## config.mk

```make
export PLATFORM = sky130hd
export DESIGN_NAME = io_bus_sequencer_flat
export DESIGN_NICKNAME = d
export VERILOG_FILES = /design/src/rtl/io_bus_sequencer_if.sv /design/src/rtl/io_bus_sequencer.sv /design/src/flat_wrapper.sv
export SDC_FILE = /design/constraint.sdc
export NUM_CORES = 1
export LEC_CHECK = 0
export BUFFER_PORTS_ARGS = -buffer_cell sky130_fd_sc_hd__buf_4
export CORE_AREA = 2 2 109 111
export DETAILED_ROUTE_END_ITERATION = 16
export DIE_AREA = 0 0 111 113
export PLACE_DENSITY = 0.86
export SYNTH_ARGS = -nofsm -noshare
export SYNTH_HDL_FRONTEND = slang
export SYNTH_SLANG_ARGS = --single-unit
```

## constraint.sdc

```tcl
create_clock -name clk -period 2.3 [get_ports clk]
set_input_delay 0.46 -clock clk [delete_from_list [all_inputs] [get_ports clk]]
set_output_delay 0.46 -clock clk [all_outputs]
set_load 0.005 [all_outputs]
```

## src/rtl/io_bus_sequencer_if.sv

```systemverilog
// ---------------------------------------------------------------------------
// io_bus_sequencer_if
// Purpose : bundles the core-side IO strobes and the peripheral-side
//           select/ack bus of the IO sequencer into one connection.
// Signals : io_read/io_write/addr/wdata  core strobes and store data
//           rdata/stall/err              results returned to the core
//           dev_sel/dev_we/dev_addr/dev_wdata  one-hot select bus to devices
//           dev_rdata/dev_ack            per-device read data and completion
// Modports: master - the sequencer (drives stall/rdata and the device bus)
//           slave  - the environment (core strobes plus peripherals)
// ---------------------------------------------------------------------------
interface io_bus_sequencer_if;
  logic         io_read;
  logic         io_write;
  logic [31:0]  addr;
  logic [31:0]  wdata;
  logic [31:0]  rdata;
  logic         stall;
  logic         err;
  logic [3:0]   dev_sel;
  logic         dev_we;
  logic [7:0]   dev_addr;
  logic [31:0]  dev_wdata;
  logic [127:0] dev_rdata;
  logic [3:0]   dev_ack;

  modport master (
    input  io_read, io_write, addr, wdata, dev_rdata, dev_ack,
    output rdata, stall, err, dev_sel, dev_we, dev_addr, dev_wdata
  );

  modport slave (
    output io_read, io_write, addr, wdata, dev_rdata, dev_ack,
    input  rdata, stall, err, dev_sel, dev_we, dev_addr, dev_wdata
  );
endinterface

```

## src/rtl/io_bus_sequencer.sv

```systemverilog
// ---------------------------------------------------------------------------
// io_bus_sequencer
// Purpose : turns the single-cycle core's IORead/IOWrite strobes for the
//           window 0xFFFFF800-0xFFFFFBFF into a multi-cycle one-hot
//           select/ack access to one of four slow peripherals, stalling the
//           core until the device acks or the access times out.
// Ports   : clk  - system clock, rising edge
//           rst  - synchronous active-high reset
//           bus  - io_bus_sequencer_if.master (core strobes, stall, rdata,
//                  err, and the device select/ack bus)
// Params  : TIMEOUT   - BUSY cycles allowed without ack (1..255)
//           ERR_RDATA - read data returned on an aborted or illegal read
// ---------------------------------------------------------------------------
module io_bus_sequencer #(
  parameter int          TIMEOUT   = 255,
  parameter logic [31:0] ERR_RDATA = 32'h0000_0000
) (
  input  logic               clk,
  input  logic               rst,
  io_bus_sequencer_if.master bus
);

  typedef enum logic [1:0] {S_IDLE, S_BUSY, S_DONE} state_t;

  localparam logic [7:0] LP_LAST = 8'(TIMEOUT - 1);

  state_t      r_state;
  logic [31:0] r_rdata;
  logic        r_err;
  logic [3:0]  r_sel;
  logic        r_we;
  logic [7:0]  r_addr;
  logic [31:0] r_wdata;
  logic [1:0]  r_idx;
  logic [7:0]  r_cnt;

  logic        w_strobe;
  logic        w_legal;
  logic [3:0]  w_onehot;
  logic        w_ack;
  logic [31:0] w_slice;

  assign w_strobe = bus.io_read | bus.io_write;
  // Exactly one strobe and the address inside the 1 KiB IO window.
  assign w_legal  = (bus.io_read ^ bus.io_write) &&
                    (bus.addr[31:10] == 22'b1111_1111_1111_1111_1111_10);
  assign w_onehot = 4'b0001 << bus.addr[9:8];
  // r_sel is one-hot, so masking leaves only the selected device's ack.
  assign w_ack    = |(bus.dev_ack & r_sel);
  assign w_slice  = bus.dev_rdata[{r_idx, 5'b00000} +: 32];

  assign bus.stall     = ((r_state == S_IDLE) && w_strobe) || (r_state == S_BUSY);
  assign bus.rdata     = r_rdata;
  assign bus.err       = r_err;
  assign bus.dev_sel   = r_sel;
  assign bus.dev_we    = r_we;
  assign bus.dev_addr  = r_addr;
  assign bus.dev_wdata = r_wdata;

  always_ff @(posedge clk) begin
    if (rst) begin
      r_state <= S_IDLE;
      r_rdata <= 32'h0;
      r_err   <= 1'b0;
      r_sel   <= 4'b0000;
      r_we    <= 1'b0;
      r_addr  <= 8'h00;
      r_wdata <= 32'h0;
      r_idx   <= 2'd0;
      r_cnt   <= 8'd0;
    end else begin
      // err is only ever set on the transition into DONE, so it lasts one cycle.
      r_err <= 1'b0;
      case (r_state)
        S_IDLE: begin
          if (w_strobe) begin
            if (w_legal) begin
              r_sel   <= w_onehot;
              r_we    <= bus.io_write;
              r_addr  <= bus.addr[7:0];
              r_wdata <= bus.wdata;
              r_idx   <= bus.addr[9:8];
              r_cnt   <= 8'd0;
              r_state <= S_BUSY;
            end else begin
              r_err   <= 1'b1;
              if (bus.io_read) r_rdata <= ERR_RDATA;
              r_state <= S_DONE;
            end
          end
        end
        S_BUSY: begin
          // Ack is tested first so it wins over a timeout in the same cycle.
          if (w_ack) begin
            if (!r_we) r_rdata <= w_slice;
            r_sel   <= 4'b0000;
            r_state <= S_DONE;
          end else if (r_cnt == LP_LAST) begin
            if (!r_we) r_rdata <= ERR_RDATA;
            r_sel   <= 4'b0000;
            r_err   <= 1'b1;
            r_state <= S_DONE;
          end else begin
            r_cnt <= r_cnt + 8'd1;
          end
        end
        S_DONE: begin
          // Strobes seen here still belong to the retiring instruction.
          r_state <= S_IDLE;
        end
        default: r_state <= S_IDLE;
      endcase
    end
  end

endmodule

```

## src/flat_wrapper.sv

```systemverilog
// flat-port wrapper written by rule: the top's interface ports become plain ports
module io_bus_sequencer_flat 
#(
  parameter int          TIMEOUT   = 255,
  parameter logic [31:0] ERR_RDATA = 32'h0000_0000
)
  (clk, rst, bus_io_read, bus_io_write, bus_addr, bus_wdata, bus_dev_rdata, bus_dev_ack, bus_rdata, bus_stall, bus_err, bus_dev_sel, bus_dev_we, bus_dev_addr, bus_dev_wdata);
  io_bus_sequencer_if bus_i ();
  input  logic clk;
  input  logic rst;
  input wire logic [$bits(bus_i.io_read)-1:0] bus_io_read;
  input wire logic [$bits(bus_i.io_write)-1:0] bus_io_write;
  input wire logic [$bits(bus_i.addr)-1:0] bus_addr;
  input wire logic [$bits(bus_i.wdata)-1:0] bus_wdata;
  input wire logic [$bits(bus_i.dev_rdata)-1:0] bus_dev_rdata;
  input wire logic [$bits(bus_i.dev_ack)-1:0] bus_dev_ack;
  output wire logic [$bits(bus_i.rdata)-1:0] bus_rdata;
  output wire logic [$bits(bus_i.stall)-1:0] bus_stall;
  output wire logic [$bits(bus_i.err)-1:0] bus_err;
  output wire logic [$bits(bus_i.dev_sel)-1:0] bus_dev_sel;
  output wire logic [$bits(bus_i.dev_we)-1:0] bus_dev_we;
  output wire logic [$bits(bus_i.dev_addr)-1:0] bus_dev_addr;
  output wire logic [$bits(bus_i.dev_wdata)-1:0] bus_dev_wdata;
  assign bus_i.io_read = bus_io_read;
  assign bus_i.io_write = bus_io_write;
  assign bus_i.addr = bus_addr;
  assign bus_i.wdata = bus_wdata;
  assign bus_i.dev_rdata = bus_dev_rdata;
  assign bus_i.dev_ack = bus_dev_ack;
  assign bus_rdata = bus_i.rdata;
  assign bus_stall = bus_i.stall;
  assign bus_err = bus_i.err;
  assign bus_dev_sel = bus_i.dev_sel;
  assign bus_dev_we = bus_i.dev_we;
  assign bus_dev_addr = bus_i.dev_addr;
  assign bus_dev_wdata = bus_i.dev_wdata;
  io_bus_sequencer #(.TIMEOUT(TIMEOUT), .ERR_RDATA(ERR_RDATA)) u_core (.clk(clk), .rst(rst), .bus(bus_i));
endmodule
```

## After elaboration in Yosys (flattened, before gate mapping)

Cells that the tools add are included.

- Add/subtract/negate cells: 1
- Equality and inequality tests: 11
- Shift operators: 2
- Muxes and demuxes: 28
- Bitwise gates (word level): 3
- Reductions and logical operators: 11

Operators with widths:

| kind | number |
|---|---|
| $mux 32 | 7 |
| $shiftx 128x8->32 | 1 |
| $pmux 32 s2 | 1 |
| $mux 8 | 4 |
| $eq 22x22->1 const B | 1 |
| $mux 4 | 4 |
| $pmux 8 s2 | 1 |
| $ne 2x2->1 const B | 5 |
| $add 8x1->8 const B | 1 |
| $eq 8x8->1 const B | 1 |
| $mux 2 | 4 |
| $pmux 4 s2 | 1 |
| $reduce_and 6->1 | 1 |
| $reduce_and 5->1 | 1 |
| $and 4x4->4 | 1 |
| $mux 1 | 4 |
| $ne 2x1->1 const B | 2 |
| $pmux 2 s2 | 1 |
| $reduce_and 4->1 | 1 |
| $reduce_or 4->1 | 1 |
| $shl 1x2->4 const A | 1 |
| $ne 3x2->1 const B | 1 |
| $reduce_and 3->1 | 1 |
| $eq 2x1->1 const B | 1 |
| 8 further kinds | 9 |

- Bits in registers: 90
- Input bits: 200
- Output and inout port bits: 79
- Word-level logic and storage cells: 65

## Logic depth before layout (Yosys ltp)

- Depth in word-level cells: 5
- Mapped depth: 9
- Mapped depth without buffers: 7

## Worst setup path after synthesis

OpenSTA, ideal clock, no wires.

- Path kind: input port to flip-flop
- Start: input bus_io_write
- End: register u_core.r_sel[3], in the netlist u_core.bus.dev_sel[3]
- Arrival: 2.033 ns
- Slack: 0.196 ns
- Cell stages on the path: 7
- Cell sequence: inv_1 ha_1 nand4b_1 nor4_4 a21oi_2 or4b_1 a21oi_1

- Word-level cells in the longest chain between the ends: 4

RTL lines:

| what | RTL line | text |
|---|---|---|
| start: declaration | flat_wrapper.sv:12 | `input wire logic [$bits(bus_i.io_write)-1:0] bus_io_write;` |
| $xor 1x1->1 | io_bus_sequencer.sv:45 | `assign w_legal = (bus.io_read ^ bus.io_write) &&` |
| $logic_and 1x1->1 | io_bus_sequencer.sv:45 |  |
| $ne 2x1->1 (no source line) | - |  |
| $reduce_and 4->1 (no source line) * | - |  |
| end signal: assignment | io_bus_sequencer.sv:78 | `r_sel <= w_onehot;` |
| end: declaration | io_bus_sequencer.sv:30 | `logic [3:0] r_sel;` |

Mark *: on every way between the ends. The rest lies on a longest branch, timed or not.
A chain may end at the register's enable or synchronous reset.

## Final worst setup path

- Start: register u_core.r_cnt[0]
- End: register u_core.r_sel[2], in the netlist u_core.bus.dev_sel[2]

- Word-level cells in the longest chain between the ends: 3

RTL lines:

| what | RTL line | text |
|---|---|---|
| start: declaration | io_bus_sequencer.sv:35 | `logic [7:0] r_cnt;` |
| start signal: assignment | io_bus_sequencer.sv:104 | `r_cnt <= r_cnt + 8'd1;` |
| $eq 8x8->1 | io_bus_sequencer.sv:98 | `end else if (r_cnt == LP_LAST) begin` |
| $ne 3x2->1 (no source line) | - |  |
| $reduce_and 4->1 (no source line) | - |  |

Every way passes these cells.

==> out/results.tsv <==
stage	metric	value	unit
status	status	finished clean	
yosys	syn_area	0.004492	mm²
drt	wl	14450	µm
drt	wl_per_cell	16.00	µm
die	die-area	0.01254	mm²
drt	dr.pass1.iters	4	
die	die_x	111	µm
setup_path	slowest_stage	or4_1	
setup_path	criticalPathCategory	reg -> reg	
clock_network	cts_hold_buf	0	
power	p_clk_frac	0.440	
drt	wl_met1	5390	µm
yosys	synth-seq-area-share	0.4011	
drt	met3_wirelength	933	µm
power	swShare	0.2057	
clock_network	cts_htree_levels	3	
clock_network	cts_tree	built	
power	power_frac_comb	0.119	
timing	final_max_slew_viol_count	0	
clock_network	cts.sinks	90	
cells_and_area	fillerInstances	933	
yosys	synth_top_cell_area_share	0.4011	
timing	relSlewSlack	0.6609	
power	p_leak	2.867	nW
power	p_switching	0.7313	mW
cells_and_area	finalNonFillerCells	903	
setup_path	critPathBufInv	1	
place	gp_congestion	0.8779	
drt	via_per_inst	5.229	
drt	ant_nets	0	
drt	drc	0	
drt	drt-initial-drc-count	296	
yosys	synth_edf_count	0	
setup_path	worstPathMaxFanout	6	
timing	rsz0062_at_grt	no	
die	rows	39	
timing	finalHoldViolations	0	
place	port_buffers	278	
timing	finalSetupViolCount	0	
cells_and_area	drive_gt1_frac	0.4500	
drt	num_vias	4722	
setup_path	start_kind	flip-flop	
flow_run	maxCapViolations	0	
clock_network	post-cts-setup-buffer-count	0	
clock_network	cts_made_buffers	9	
power	seqPwrFrac	0.441	
cells_and_area	nets	958	
setup_path	max_stage_delay	510	ps
cells_and_area	diodes	0	
place	dp_hpwl	11130	µm
cells_and_area	final_common_cell	buf_4	
global_route	grt_remaining_overflow	0	
timing	post-route-period-util	0.8893	
yosys	synth_flop_cell	dfxtp_1	
global_route	antenna_found_initial	0	
drt	wl_met2	7421	µm
clock_network	root_buffer	clkbuf_16	
die	die_height	113	µm
yosys	yosysTopAreaCell	dfxtp_1	
die	core	0.01127	mm²
yosys	ys_warn_count	0	
yosys	ys_types	38	
cells_and_area	fin_area	0.007063	mm²
power	pwr_density_cell	503.3	mW/mm²
setup_path	crit_required	2560	ps
die	ios	279	
power	p_int	2.824	mW
clock_network	insertion_delay	330	ps
global_route	grt_pass1_wl	23090	µm
cells_and_area	mostFrequentLayoutCells	buf_4 (284), nand2_1 (95), dfxtp_1 (89)	
min_path	worstHoldPathType	in -> reg	
yosys	synth_fp_nets	697	
yosys	yosys_register_bits	90	
yosys	syn_avg_cell_area	9.093	µm²
setup_path	cp_cell_sequence	inv_1 > ha_1 > nand4_1 > o2111ai_2 > nand2_1 > or4_1 > a21oi_1	
setup_path	cp_top_family	simple AND/OR/NAND/NOR gates	
global_route	grt_max_degree	91	
setup_path	arrival	2300	ps
clock_network	clk_path_buf_depth	2	
clock_network	path_clk_slew	60	ps
timing	max_freq	0.4889	GHz
place	place_inst	887	
timing	min_period	2045	ps
place	post-place-ws	-13.01	ps
power	power.total	3.555	mW
cells_and_area	area_growth	57.24	%
yosys	synth_cells	494	
cells_and_area	postLayoutCoreUtil	0.6266	
drt	routed.top_layer	met4	
clock_network	cts.repair.resized	0	
global_route	grt_pass1_vias	4845	
power	ir_drop	0.3157	mV
timing	worst_slew_pin_slew	508.6	ps
yosys	synth.area.top_cells	dfxtp_1 (40%), mux4_2 (16%), nand2_1 (7.9%), a21oi_1 (5.9%), nand3b_1 (5.3%)	
timing	final.setup_skew	6.673	ps
place	placed_cell_area	0.006743	mm²
timing	setup_slack	254.5	ps
yosys	async_flop_share	0	
die	initial_utilization	0.3985	
setup_path	endpoint_kind	flip-flop	
global_route	grtUsageTotal	0.2285	
final cells by class:
type                    instances  area (µm²)  share of cell area
multi-input cells             360        2510              0.3554
inverters                       5       18.77            0.002657
flip-flops and latches         90        1803              0.2553
repair buffers                289        2232              0.3160
clock buffers                  11       242.7             0.03437
clock inverters                 5       77.57             0.01098
well taps                     143       178.9             0.02533
synth_stat cells, types with 2 or more instances:
cell / n
a211oi_1: 7
a21oi_1: 53
a22oi_1: 2
a311oi_1: 4
buf_2: 13
clkbuf_1: 25
dfxtp_1: 90
ha_1: 3
inv_1: 5
mux4_2: 32
nand2_1: 95
nand2b_1: 33
nand3_1: 6
nand3b_1: 32
nand4_1: 9
nand4b_1: 3
nor2_1: 14
nor2b_1: 3
nor3_1: 7
o21ai_0: 40
metal layers:
metal,track usage,vias to the layer above
met5,0,-
met4,0.1275,0
met3,0.04285,39
met2,0.4188,208
met1,0.2489,2179
li1,-,2296
logic make-up after synthesis:
| kind of cell | Yosys count | synth area share |
|---|---|---|
| AOI/OAI and AO/OA | 113 | 0.1421 |
| adders and majority gates | 3 | 0.008357 |
| buffers and inverters | 44 | 0.04039 |
| DFF | 90 | 0.4011 |
| muxes | 32 | 0.1604 |
| and+or+nand+nor | 212 | 0.2476 |
final timing paths:
path                                               start                       end  slack, ps  cells after the start
worst max-delay path                     u_core.r_cnt[0]     u_core.bus.dev_sel[2]        250                      7
worst min-delay path                        bus_wdata[8]   u_core.bus.dev_wdata[8]        370                      3
worst max register to register           u_core.r_cnt[0]     u_core.bus.dev_sel[2]        250                      7
worst min register to register  u_core.bus.dev_wdata[30]  u_core.bus.dev_wdata[30]        450                      2
power by group through the flow:
stage / registers, mW / clock network (mW) / logic [mW]
5_1_grt: 1.57 / 1.69 / 0.454
3_3_place_gp: 1.60 / 0 / 0.415
3_5_place_dp: 1.60 / 0 / 0.421
6_report: 1.57 / 1.57 / 0.423
2_1_floorplan: 1.60 / 0 / 0.126
4_1_cts: 1.57 / 1.60 / 0.421
registers in the layout, indices dropped and copies added, names as in the netlist:
name	cells
u_core.bus.dev_sel	4
u_core.r_state	2
u_core.bus.dev_we	1
u_core.r_cnt	8
u_core.bus.dev_wdata	32
u_core.bus.err	1
u_core.r_idx	2
u_core.bus.rdata	32
u_core.bus.dev_addr	8
worst reg2reg max path, delay by kind of cell (launching register included):
kind | cells | cell delay (ps)
buffers and inverters | 1 | 80
adders and majority gates | 1 | 150
and+or+nand+nor | 3 | 900
DFF | 1 | 350
AOI/OAI and AO/OA | 2 | 480
through the flow:
stage	setup TNS (ps)	hold WS (ps)
final	0	370.8
after global routing	0	358.6
after CTS	0	361.1
after detailed placement	-18.50	444.4
after global placement	0	438.4
after floorplan	0	448.2
(Power assumes the default switching activity.)
